### src/rtl/m_7seg_scan.sv
// Multiplexed hex display driver for NUM_DIGITS common-anode digits with a per-slot
// ghosting dead clock, leading-zero blanking, decimal points and frame-based blinking.
module m_7seg_scan #(
    parameter int NUM_DIGITS = 4,
    parameter int SCAN_DIV   = 50000,
    parameter int BLINK_DIV  = 64
) (
    input  logic                    w_clk,
    input  logic                    w_rst_n,
    input  logic [4*NUM_DIGITS-1:0] w_val,
    input  logic [NUM_DIGITS-1:0]   w_dp,
    input  logic                    w_load,
    input  logic                    w_lzb,
    input  logic                    w_blink,
    output logic [6:0]              r_seg,
    output logic                    r_dp,
    output logic [NUM_DIGITS-1:0]   r_an,
    output logic                    r_busy
);

    localparam int PW = $clog2(SCAN_DIV);
    localparam int IW = $clog2(NUM_DIGITS);
    localparam int FW = $clog2(BLINK_DIV + 1);

    localparam logic [PW-1:0] PRESC_LAST = PW'(SCAN_DIV - 1);
    localparam logic [PW-1:0] PRESC_ONE  = PW'(1);
    localparam logic [IW-1:0] IDX_LAST   = IW'(NUM_DIGITS - 1);
    localparam logic [IW-1:0] IDX_ONE    = IW'(1);
    localparam logic [FW-1:0] FRAME_LAST = FW'(BLINK_DIV - 1);
    localparam logic [FW-1:0] FRAME_ONE  = FW'(1);

    function automatic logic [6:0] hex_to_seg(input logic [3:0] nib);
        logic [6:0] seg;
        case (nib)
            4'h0:    seg = 7'h40;
            4'h1:    seg = 7'h79;
            4'h2:    seg = 7'h24;
            4'h3:    seg = 7'h30;
            4'h4:    seg = 7'h19;
            4'h5:    seg = 7'h12;
            4'h6:    seg = 7'h02;
            4'h7:    seg = 7'h58;
            4'h8:    seg = 7'h00;
            4'h9:    seg = 7'h10;
            4'hA:    seg = 7'h08;
            4'hB:    seg = 7'h03;
            4'hC:    seg = 7'h46;
            4'hD:    seg = 7'h21;
            4'hE:    seg = 7'h06;
            4'hF:    seg = 7'h0E;
            default: seg = 7'h7F;
        endcase
        return seg;
    endfunction

    logic [PW-1:0]           presc_r;
    logic [IW-1:0]           idx_r;
    logic [FW-1:0]           frame_r;
    logic                    phase_r;
    logic [4*NUM_DIGITS-1:0] shadow_val_r;
    logic [NUM_DIGITS-1:0]   shadow_dp_r;
    logic [4*NUM_DIGITS-1:0] disp_val_r;
    logic [NUM_DIGITS-1:0]   disp_dp_r;

    logic [PW-1:0]           presc_nxt_s;
    logic [IW-1:0]           idx_nxt_s;
    logic                    slot_end_s;
    logic                    frame_end_s;
    logic [NUM_DIGITS-1:0]   blank_vec_s;
    logic [3:0]              nib_s;
    logic                    dark_s;
    logic [NUM_DIGITS-1:0]   an_nxt_s;
    logic [6:0]              seg_nxt_s;
    logic                    dp_nxt_s;

    // Prescaler and digit index next-state.
    always_comb begin
        slot_end_s  = (presc_r == PRESC_LAST);
        frame_end_s = slot_end_s && (idx_r == IDX_LAST);
        presc_nxt_s = presc_r + PRESC_ONE;
        idx_nxt_s   = idx_r;
        if (slot_end_s) begin
            presc_nxt_s = {PW{1'b0}};
            if (idx_r == IDX_LAST) begin
                idx_nxt_s = {IW{1'b0}};
            end else begin
                idx_nxt_s = idx_r + IDX_ONE;
            end
        end else begin
            idx_nxt_s = idx_r;
        end
    end

    // Leading-zero map: digit i blanks when it and every digit above it are zero.
    always_comb begin
        logic all_zero;
        all_zero    = 1'b1;
        blank_vec_s = {NUM_DIGITS{1'b0}};
        for (int i = NUM_DIGITS - 1; i >= 1; i--) begin
            all_zero       = all_zero & (disp_val_r[4*i +: 4] == 4'h0);
            blank_vec_s[i] = all_zero;
        end
    end

    // Output decode for the current slot; dead clock and blink-off both darken the digit.
    always_comb begin
        nib_s     = disp_val_r[{idx_r, 2'b00} +: 4];
        dark_s    = (presc_r == {PW{1'b0}}) || (w_blink && phase_r);
        an_nxt_s  = {NUM_DIGITS{1'b1}};
        seg_nxt_s = 7'h7F;
        dp_nxt_s  = 1'b1;
        if (dark_s) begin
            an_nxt_s  = {NUM_DIGITS{1'b1}};
            seg_nxt_s = 7'h7F;
            dp_nxt_s  = 1'b1;
        end else begin
            an_nxt_s  = ~({{(NUM_DIGITS-1){1'b0}}, 1'b1} << idx_r);
            seg_nxt_s = (w_lzb && blank_vec_s[idx_r]) ? 7'h7F : hex_to_seg(nib_s);
            dp_nxt_s  = ~disp_dp_r[idx_r];
        end
    end

    // Scan counters.
    always_ff @(posedge w_clk or negedge w_rst_n) begin
        if (!w_rst_n) begin
            presc_r <= {PW{1'b0}};
            idx_r   <= {IW{1'b0}};
        end else begin
            presc_r <= presc_nxt_s;
            idx_r   <= idx_nxt_s;
        end
    end

    // Frame counter and blink phase, held cleared while blinking is off.
    always_ff @(posedge w_clk or negedge w_rst_n) begin
        if (!w_rst_n) begin
            frame_r <= {FW{1'b0}};
            phase_r <= 1'b0;
        end else if (!w_blink) begin
            frame_r <= {FW{1'b0}};
            phase_r <= 1'b0;
        end else if (frame_end_s) begin
            if (frame_r == FRAME_LAST) begin
                frame_r <= {FW{1'b0}};
                phase_r <= ~phase_r;
            end else begin
                frame_r <= frame_r + FRAME_ONE;
            end
        end
    end

    // Shadow capture, then transfer to the displayed copy only at slot boundaries,
    // so a load on a boundary edge waits one further slot.
    always_ff @(posedge w_clk or negedge w_rst_n) begin
        if (!w_rst_n) begin
            shadow_val_r <= {(4*NUM_DIGITS){1'b0}};
            shadow_dp_r  <= {NUM_DIGITS{1'b0}};
            disp_val_r   <= {(4*NUM_DIGITS){1'b0}};
            disp_dp_r    <= {NUM_DIGITS{1'b0}};
        end else begin
            if (w_load) begin
                shadow_val_r <= w_val;
                shadow_dp_r  <= w_dp;
            end
            if (slot_end_s) begin
                disp_val_r <= shadow_val_r;
                disp_dp_r  <= shadow_dp_r;
            end
        end
    end

    // Registered outputs.
    always_ff @(posedge w_clk or negedge w_rst_n) begin
        if (!w_rst_n) begin
            r_an   <= {NUM_DIGITS{1'b1}};
            r_seg  <= 7'h7F;
            r_dp   <= 1'b1;
            r_busy <= 1'b0;
        end else begin
            r_an   <= an_nxt_s;
            r_seg  <= seg_nxt_s;
            r_dp   <= dp_nxt_s;
            r_busy <= w_load;
        end
    end

endmodule

### config.mk
export PLATFORM = sky130hd
export DESIGN_NAME = m_7seg_scan
export DESIGN_NICKNAME = d
export VERILOG_FILES = /design/src/rtl/m_7seg_scan.sv
export SDC_FILE = /design/constraint.sdc
export NUM_CORES = 1
export LEC_CHECK = 0
export ABC_AREA = 1
export BUFFER_PORTS_ARGS = -buffer_cell sky130_fd_sc_hd__clkbuf_2
export CORE_MARGIN = 4
export CORE_UTILIZATION = 59
export DETAILED_ROUTE_END_ITERATION = 8
export PLACE_DENSITY = 0.88
export SKIP_LAST_GASP = 1
export SYNTH_ARGS = -nofsm -noshare
export SYNTH_HDL_FRONTEND = slang
export SYNTH_SLANG_ARGS = --single-unit
### constraint.sdc
create_clock -name w_clk -period 2.06 [get_ports w_clk]
set_input_delay 0.103 -clock w_clk [delete_from_list [all_inputs] [get_ports w_clk]]
set_output_delay 0.103 -clock w_clk [all_outputs]
set_load 0.1 [all_outputs]
[Yosys cells after proc, flatten, opt, wreduce, memory -nomap -nowiden]
Memory sizes are Yosys's and may differ from the RTL's.
Cells that the tools add are included.
Word-level totals
  bits in registers: 79
  latch bits: 0
  memory bits (writable): 0
  ROM bits: 112
  input bits: 25
  output and inout port bits: 13
  word-level logic and storage cells: 54
  memories: 1
Memory list
  (name not given): depth 16, bits a word 7, rd ports 1, clocked after memory_dff 0, write ports 0, RTL line 34  | case (nib)
Cells by class
  add/subtract/negate cells: 3
  multiply operators: 0
  div/mod/pow operators: 0
  $lt $le $gt $ge: 1
  equality and inequality tests: 5
  shift operators: 2
  multiplexer cells: 16
  bitwise gates (word level): 5
  reductions and logical operators: 9
Operator list (count)
  $mux W7: 5
  $add A16 B1 Y16 const B: 1
  $eq A16 B16 Y1 const B: 1
  $logic_not A16 Y1: 1
  $mux W16: 1
  $shiftx A16 B5 Y4: 1
  $logic_not A4 Y1: 3
  $add A7 B1 Y7 const B: 1
  $eq A7 B6 Y1 const B: 1
  $mux W1: 6
  $bmux W1 S2: 2
  $mux W4: 1
  $ne A2 B1 Y1 const B: 2
  $not A4 Y4: 1
  $shl A1 B2 Y4 const A: 1
  $logic_and A1 B1 Y1: 3
  $lt A2 B3 Y1 const B: 1
  $add A2 B1 Y2 const B: 1
  $and A1 B1 Y1: 2
  $eq A2 B2 Y1 const B: 1
  $mux W2: 1
  $not A1 Y1: 2
  $reduce_and A2 Y1: 1
  $logic_or A1 B1 Y1: 1

[Logic depth before layout (Yosys ltp)]
Gate-level depths: netlist of run 1.
  depth in word-level cells: 8
  mapped depth: 13
  mapped depth without buffers: 12

[Least setup slack after synthesis of run 1]
No wires, ideal clock.
  path kind: register -> register
  start point: reg idx_r[0]
  end point: reg r_seg[0]
  setup time: 60 ps
  arrival: 1547 ps
  required time: 2000 ps
  slack: 453 ps
  cell stages (with the launch flop): 14
  buffers on the path: 1
  period minus slack after synthesis: 1607 ps
  path through: dfrtp_1 inv_1 buf_2 nand2_1 nand3_1 nand2_1 inv_1 ha_1 inv_1 nand2_1 nand3_1 nand2_1 inv_1 nand2_1
Between the ends
  cells in the longest elaborated chain, start to end: 5
  elaborated cells between the ends (all ways): 7
  classes of those cells: 1 x shift; 4 x mux; 1 x reduce/logical; 1 x memory
Ends and longest elaborated chain
  start, declared: RTL line 57  | logic [IW-1:0] idx_r;
  start signal, assigned: RTL line 127  | idx_r <= {IW{1'b0}};
  start signal, assigned: RTL line 130  | idx_r <= idx_nxt_s;
  branches (longest 3 deep; another with $mem_v2 Z16 W7)
  $mux W7 (*): RTL line 118  | seg_nxt_s = (w_lzb && blank_vec_s[idx_r]) ? 7'h7F : hex_to_seg(nib_s);
  $mux W7 (*): RTL line 112  | if (dark_s) begin
  named net seg_nxt_s[0]: RTL line 73  | logic [6:0] seg_nxt_s;
  end signal, assigned: RTL line 181  | r_seg <= seg_nxt_s;
  end, declared: RTL line 15  | output logic [6:0] r_seg,
Mark *: on every way through the listed nets, which the timed path passes. The select of a mux whose other input is x is not followed.
A chain may end at the register's enable or synchronous reset.

[Worst setup path after layout of run 1]
Same ends and word-level chain as after synthesis.

==> impl_metrics.ini, run 1 <==
[power]
p_leak_nw = 2.403
clockPowerShare = 0.398
switching_share = 0.2583
seq_power_share = 0.506
p_comb_frac = 0.095
peakVddDrop_mv = 0.4870
internal_power_mw = 2.387
power.switching_uw = 831.5
powerDensity_mw_per_mm2 = 688.4

[worst_setup_path]
worst_r2r_path_depth = 12
crit_path_end_kind = flip-flop
path_class = reg2reg
worstPathArrival_ns = 2.05
cp_slowest_cell = dfrtp_1
slowest_delay_ns = 0.39
cp_data_required_time_ns = 2.35
crit_chain = inv_1 > nand2_1 > nand3_1 > nand2_1 > inv_1 > ha_1 > inv_1 > nand2_1 > nand3_1 > nand2_1 > inv_1 > nand2_1
cpMostUsedCell = nand2_1
cp_max_fo = 13
reg2reg_to = r_seg[0]
rrSetupSlack_ns = 0.30
timing.rr.start = idx_r[0]
start_kind = flip-flop

[synthesis]
synth.yosys.seq_area_share = 0.4995
synth_area_leaders = dfrtp_1, nand2_1, dfstp_2, inv_1, o21ai_2
synth_top_area_frac = 0.4205
syn_area_per_cell_um2 = 8.413
synth_area_mm2 = 0.003988
syn_nets = 512
synth-seq-cells = 79
synth.distinct_cells = 31
yosys_warnings = 0
netlist_instances = 474
yosysTopAreaCell = dfrtp_1

[placement]
port_buffers = 37
hpwl_um = 5519
gp_congestion = 0.8890
place_inst = 580
placed_area_mm2 = 0.004244

[clocking]
clk_pin_slew_ns = 0.08
clockRootBuffer = clkbuf_8
cts_resized = 0
cts_buffer_depth = 2
cts_hold_buf = 21
insertion_delay_ns = 0.36
cts_tree = yes
postCtsSetupBuffers = 0
cts_made_buffers = 9
cts_sinks = 79
htreeDepth = 3

[run]
drv_cap = 0

[global_route]
grt_overflow = 0
antenna_found_initial = 0
grt_usage = 0.2168
grt_pass1_vias = 3229
grt_pass1_wl_um = 14480
grt_max_degree = 43

[layout]
fillers = 451
regArea_mm2 = 0.001992
final_nets = 573
multi_input_area_mm2 = 0.001710
design_area_mm2 = 0.004676
drive_gt1_frac = 0.2093
antenna_cells = 0
syn_to_final_growth_pct = 17.26
instances_no_fill = 617

[sta]
setup_tns_ns = 0
hold_viol_final = 0
clock_skew_ns = 0.01327
worst_pin_slew_ns = 0.5938
drv_slew = 0
maxSlewHeadroom = 0.6041
max_freq_mhz = 569.4
min_period_over_period = 0.8525
fin_hold_ws_ns = 0.09095
final-setup-viol-count = 0
period_needed_ns = 1.756
rsz0062_at_grt = false

[die]
design.core.area_mm2 = 0.006459
die_area_mm2 = 0.008138
die_height_um = 90.21
initial_core_util = 0.6174
num_io_pins = 38
std_cell_rows = 29
die_width_um = 90.21

[routing]
wl_per_cell_um = 13.58
ant_nets = 0
drt_iter0_markers = 174
vias = 3305
routed_via_density = 5.357
drt_wl_total_um = 8380
drc = 0
first_pass_iters = 5

[worst_hold_path]
holdPathEnd = frame_r[6]
hp-start = w_blink
hold_path.class = in2reg
holdPathStages = 3

[status]
status = finished, final reports clean
==> worst max-delay path, delay by kind of cell, from the launching register on <==
| family | cells | cell delay, ns |
|---|---|---|
| flops | 1 | 0.39 |
| simple gates | 7 | 0.59 |
| buf+inv | 4 | 0.51 |
| fa+ha+maj | 1 | 0.19 |
==> stage by stage <==
| step | util | power [mW] | setup slack [ns] |
|---|---|---|---|
| after floorplan | - | 1.842 | 0.4528 |
| after global routing | 0.7239 | 3.344 | 0.1179 |
| after detailed placement | 0.6571 | 1.931 | 0.3424 |
| final | 0.7239 | 3.219 | 0.3038 |
| after CTS | 0.7239 | 3.223 | 0.3216 |
| after global placement | 0.6571 | 1.922 | 0.4394 |
==> Yosys cell counts, drive strengths merged <==
cell and number:
or2 2, dfrtp 67, ha 13, o21bai 2
nor2 53, o22ai 1, xor2 10, a21oi 6
nand3 38, nand2 145, nor2b 1, xnor2 1
buf 9, dfstp 12, nor3 3, o21ai 49
inv 54, nand4 5, clkbuf 3
==> flip-flops by register name, summed over array words and instances (netlist names) <==
signal	cells
disp_dp_r	4
disp_val_r	16
frame_r	7
idx_r	2
phase_r	1
presc_r	16
r_an	4
r_busy	1
r_dp	1
r_seg	7
shadow_dp_r	4
shadow_val_r	16
==> cells in the final DEF (no fill, tap or decap), drive strengths merged <==
cell type / Yosys / final
dfstp: 12 / 12
xnor2: 1 / 1
nor2: 53 / 53
nand2: 145 / 145
inv: 54 / 56
a21oi: 6 / 6
clkinvlp: 0 / 1
o21ai: 49 / 49
nor2b: 1 / 1
clkinv: 0 / 1
clkbuf: 3 / 46
o22ai: 1 / 1
bufinv: 0 / 2
ha: 13 / 13
nand3: 38 / 38
buf: 9 / 5
or2: 2 / 2
dlygate4sd3: 0 / 21
nor3: 3 / 3
nand4: 5 / 5
o21bai: 2 / 2
xor2: 10 / 10
dfrtp: 67 / 67
==> layout make-up <==
| class | instances | share of cell area |
|---|---|---|
| Clock inverter | 6 | 0.02007 |
| Tap cell | 77 | 0.02060 |
| Inverter | 54 | 0.04335 |
| Timing Repair Buffer | 62 | 0.09687 |
| Multi-Input combinational cell | 329 | 0.3658 |
| Sequential cell | 79 | 0.4260 |
| Clock buffer | 10 | 0.02729 |
==> worst max-delay path by stage <==
stage | from | to | slack [ns] | cells past startpoint
CTS | idx_r[0] | r_seg[0] | 0.32 | 12
global placement | idx_r[1] | r_seg[0] | 0.44 | 11
finish | idx_r[0] | r_seg[0] | 0.30 | 12
floorplan | idx_r[0] | r_seg[0] | 0.45 | 13
global route | idx_r[0] | r_seg[0] | 0.12 | 12
detailed placement | idx_r[1] | r_seg[0] | 0.34 | 11
==> logic make-up (layout without fill, tap and decap cells) <==
family | after synthesis | after routing | synth area share
simple gates | 247 | 247 | 0.2698
flops | 79 | 79 | 0.4995
buf+inv | 66 | 132 | 0.07154
compound gates | 58 | 58 | 0.09413
fa+ha+maj | 13 | 13 | 0.04079
xor+xnor | 11 | 11 | 0.02416
==> metal layers <==
layer | share of wire | global-route usage | vias up
met3 | 0.050 | 0.06260 | 20
met5 | 0 | 0 | -
li1 | - | - | 1620
met2 | 0.51 | 0.3559 | 100
met1 | 0.42 | 0.2690 | 1565
met4 | 0.023 | 0.08929 | 0
==> power groups by stage <==
stage                     logic [mW]  clock network [mW]  registers (mW)
after global placement         0.266                   0            1.66
after floorplan               0.0821                   0            1.76
final                          0.307                1.28            1.63
after CTS                      0.303                1.29            1.63
after global routing           0.336                1.37            1.63
after detailed placement       0.272                   0            1.66
No activity file was read; power rests on OpenSTA's default activity.
==> run 2: changes to the inputs <==
CORE_MARGIN = 3   (was 4)
==> run 2 against run 1 <==
Effect of this change:
- sequential share of layout area about the same
- flip-flop and latch count unchanged
- wire length increased by 1.0%
- utilization about the same
- combinational power about the same
- setup slack got worse by 0.014 ns
- via count decreased by 1.6%
- non-clock buffer count unchanged
- sequential power about the same
- first-iteration DRC count increased by 17%
- power decreased by 0.10%
- count of clock-buffer cells in the layout unchanged
==> impl_metrics.ini, run 2 (synthesis gave the netlist of run 1 again) <==
[worst_setup_path]
cpMostUsedCell = nand2_1
path_class = reg2reg
worstPathArrival_ns = 2.07
cp_data_required_time_ns = 2.35
start_kind = flip-flop
slowest_delay_ns = 0.38
cp_slowest_cell = dfrtp_1
crit_chain = inv_1 > nand2_1 > nand3_1 > nand2_1 > inv_1 > ha_1 > inv_1 > nand2_1 > nand3_1 > nand2_1 > inv_1 > nand2_1
crit_buf_inv = 4
cp_max_fo = 12
crit_path_end_kind = flip-flop
cp_top_family = simple AND/OR/NAND/NOR gates

[global_route]
grt_pass1_vias = 3331
antenna_found_initial = 0
grt_max_degree = 45
grt_pass1_wl_um = 15070
grt_overflow = 0
grt_usage = 0.2496

[clocking]
cts_sinks = 79
cts_tree = yes
clk_pin_slew_ns = 0.09
postCtsSetupBuffers = 0
cts_made_buffers = 9
htreeDepth = 3
cts_resized = 0
clockRootBuffer = clkbuf_8
cts_hold_buf = 20
cts_buffer_depth = 2
insertion_delay_ns = 0.36

[routing]
routed_via_density = 5.269
drt_wl_total_um = 8465
drc = 0
drt_iter0_markers = 203
first_pass_iters = 5
ant_nets = 0
vias = 3251
wl_per_cell_um = 13.72

[placement]
dpl_worst_slack_ns = 0.3353
hpwl_um = 5739
placed_area_mm2 = 0.004252
gp_congestion = 0.8818
port_buffers = 37

[die]
num_io_pins = 38
die_area_mm2 = 0.007781
design.core.area_mm2 = 0.006459
std_cell_rows = 29
die_width_um = 88.21
initial_core_util = 0.6174
die_height_um = 88.21

[sta]
final-setup-viol-count = 0
fin_ws_ns = 0.2898
rsz0062_at_grt = false
clock_skew_ns = 0.009692
worst_pin_slew_ns = 0.6186
hold_viol_final = 0
period_needed_ns = 1.770
min_period_over_period = 0.8593
drv_slew = 0
setup_tns_ns = 0
max_freq_mhz = 564.9
maxSlewHeadroom = 0.5876

[power]
clockPowerShare = 0.398
p_comb_frac = 0.095
p_leak_nw = 2.403
power.switching_uw = 828.2
powerDensity_mw_per_mm2 = 688.1
peakVddDrop_mv = 0.6198
internal_power_mw = 2.387
switching_share = 0.2576
seq_power_share = 0.507
p_total_mw = 3.216

[layout]
final_nets = 573
mostFrequentLayoutCell = nand2_1
multi_input_area_mm2 = 0.001710
design_area_mm2 = 0.004673
fillers = 475
antenna_cells = 0
regArea_mm2 = 0.001992
drive_gt1_frac = 0.2111
mostFrequentLayoutCells = nand2_1, dfrtp_1, inv_1
top_regs = disp_val_r: 16 flops, presc_r: 16 flops, shadow_val_r: 16 flops
syn_to_final_growth_pct = 17.19

[worst_hold_path]
hold_path.class = in2reg

[status]
status = finished, final reports clean

[run]
drv_cap = 0
[run 2: cell count changes in the layout (fill, tap and decap cells not counted), sizes merged]
cell / delta
dlygate4sd3: -1
buf: +1
[run 2: worst paths after layout]
| path | startpoint | end | slack, ns | depth (start not counted) |
|---|---|---|---|---|
| min in group asynchronous | w_rst_n | presc_r[11] | 0.28 | 2 |
| worst min register to register | disp_val_r[7] | disp_val_r[7] | 0.49 | 2 |
| max in group asynchronous | w_rst_n | r_seg[0] | 1.15 | 3 |
| worst max register to register | idx_r[0] | r_seg[0] | 0.29 | 12 |
| worst max-delay path | idx_r[0] | r_seg[0] | 0.29 | 12 |
| worst min-delay path | w_val[10] | shadow_val_r[10] | 0.02 | 3 |
[run 2: layer usage]
metal / GRT usage / up-vias / part of all wire
li1: - / 1605 / -
met1: 0.3053 / 1529 / 0.42
met2: 0.4188 / 92 / 0.51
met3: 0.05680 / 25 / 0.045
met4: 0.1195 / 0 / 0.032
met5: 0 / - / 0
[run 2: layout make-up]
class                   count  area share
clock buffers              10     0.02731
flip-flops and latches     79      0.4262
repair buffers             62     0.09639
clock inverters             6     0.02008
multi-input cells         329      0.3660
inverters                  54     0.04337
well taps                  77     0.02062
[run 2: power by group through the flow]
stage | Combinational [mW] | Sequential (mW) | Clock, mW
6_report | 0.305 | 1.63 | 1.28
3_3_place_gp | 0.267 | 1.66 | 0
4_1_cts | 0.306 | 1.63 | 1.31
3_5_place_dp | 0.275 | 1.66 | 0
5_1_grt | 0.337 | 1.64 | 1.38
2_1_floorplan | 0.0821 | 1.76 | 0
[run 2: metrics by stage]
| stage | instances | hold slack (ns) | utilization |
|---|---|---|---|
| 2_1_floorplan | 474 | -0.1926 | - |
| 3_3_place_gp | 581 | 0.1247 | 0.6583 |
| 3_5_place_dp | 581 | 0.1332 | 0.6583 |
| 4_1_cts | 617 | 0.01080 | 0.7236 |
| 5_1_grt | 617 | 0.008799 | 0.7236 |
| 6_report | 617 | 0.01979 | 0.7236 |
[run 2: tightest hold or removal path: stages]
cell	delay [ns]
clkbuf_2	0.09
nand2_1	0.07
o21ai_0	0.07
==> run 3: changes to the inputs <==
RECOVER_POWER = 25   (was default)
==> run 3 against run 2 <==
Effect of this change:
- sequential share of layout area is essentially flat
- critical endpoint unchanged
- via count hardly changed
- worst hold slack is essentially flat
- die area stayed put
- critical path type unchanged
- critical path depth unchanged
- first-iteration DRC count grew 2.5%
- largest power group unchanged
==> impl_metrics.ini, run 3 (synthesis gave the netlist of run 1 again) <==
[status]
status = finished, final reports clean

[global_route]
met2_usage = 0.4188
grt_usage = 0.2496
grt_use_met3 = 0.05680
grt_use_met1 = 0.3053
antenna_found_initial = 0
grt_overflow = 0
grt_max_degree = 45
busiest_layer = met2
grt_pass1_wl_um = 15070
grt_pass1_vias = 3331

[clocking]
clockRootBuffer = clkbuf_8
htreeDepth = 3
cts_made_buffers = 9
cts_hold_buf = 20
cts_sinks = 79
clk_pin_slew_ns = 0.09
insertion_delay_ns = 0.36
cts_buffer_depth = 2
cts_tree = yes
cts_resized = 0
postCtsSetupBuffers = 0

[die]
num_io_pins = 38
die_height_um = 88.21
die_width_um = 88.21
initial_core_util = 0.6174
design.core.area_mm2 = 0.006459
std_cell_rows = 29
die_area_mm2 = 0.007781

[routing]
vias = 3250
routed_via_density = 5.267
drt_wl_total_um = 8468
drc = 0
ant_nets = 0
first_pass_iters = 5
drt_iter0_markers = 208
wl_per_cell_um = 13.72

[sta]
setup_tns_ns = 0
max_freq_mhz = 564.8
clock_skew_ns = 0.009692
rsz0062_at_grt = false
fin_hold_ws_ns = 0.02012
worst_pin_slew_ns = 1.318
period_needed_ns = 1.770
min_period_over_period = 0.8595
drv_slew = 0
final-setup-viol-count = 0
maxSlewHeadroom = 0.1217
hold_viol_final = 0

[worst_setup_path]
start_kind = flip-flop
crit_path_end_kind = flip-flop
path_class = reg2reg
cp_max_fo = 12
worstPathArrival_ns = 2.07
cp_data_required_time_ns = 2.35
rrSetupSlack_ns = 0.29

[placement]
hpwl_um = 5739
gp_congestion = 0.8818
port_buffers = 37

[layout]
final_nets = 573
antenna_cells = 0
top_regs = disp_val_r: 16 flops, presc_r: 16 flops, shadow_val_r: 16 flops
mostFrequentLayoutCells = nand2_1, dfrtp_1, inv_1
mostFrequentLayoutCell = nand2_1
syn_to_final_growth_pct = 17.10
drive_gt1_frac = 0.2093

[power]
p_leak_nw = 2.400
peakVddDrop_mv = 0.6202
powerDensity_mw_per_mm2 = 688.6

[run]
drv_cap = 0

[worst_hold_path]
hold_path.class = in2reg
-- run 3: layer usage --
layer / wire length [um] / part of all wire
met1: 3534 / 0.42
met2: 4288 / 0.51
met3: 378 / 0.045
met4: 267 / 0.032
met5: 0 / 0
-- run 3: worst max-delay path, stage by stage, from the launching register on --
cell and delay (ns):
dfrtp_1 0.38, inv_1 0.25, nand2_1 0.10, nand3_1 0.08
nand2_1 0.15, inv_1 0.16, ha_1 0.22, inv_1 0.07
nand2_1 0.08, nand3_1 0.07, nand2_1 0.06, inv_1 0.04
nand2_1 0.05
-- run 3: path summary, 6_finish.rpt --
check,start,end,depth (start not counted)
setup / recovery,idx_r[0],r_seg[0],12
min in group asynchronous,w_rst_n,presc_r[11],2
setup reg to reg,idx_r[0],r_seg[0],12
hold reg to reg,disp_val_r[7],disp_val_r[7],2
hold / removal,w_val[10],shadow_val_r[10],3
max in group asynchronous,w_rst_n,r_seg[0],3
-- run 3: layout make-up --
cell class	instances	area (um2)
multi-input cells	329	1710
fillers	476	1789
well taps	77	96.34
flip-flops and latches	79	1992
clock inverters	6	93.84
inverters	54	202.7
repair buffers	62	446.7
clock buffers	10	127.6
-- run 3: power breakdown --
| part | leakage, nW | switching [mW] | internal [mW] |
|---|---|---|---|
| clock | 0.107 | 0.586 | 0.693 |
| combinational | 1.29 | 0.223 | 0.0818 |
| sequential | 1.01 | 0.0189 | 1.61 |
-- run 3: stage by stage --
stage | power [mW] | cell area [um2] | util | std cells | setup WS [ns]
2_1_floorplan | 1.842 | 3988 | - | 474 | 0.4528
3_3_place_gp | 1.924 | 4252 | 0.6583 | 581 | 0.4476
3_5_place_dp | 1.935 | 4252 | 0.6583 | 581 | 0.3353
4_1_cts | 3.243 | 4673 | 0.7236 | 617 | 0.3085
5_1_grt | 3.357 | 4669 | 0.7230 | 617 | 0.08717
6_report | 3.215 | 4669 | 0.7230 | 617 | 0.2895
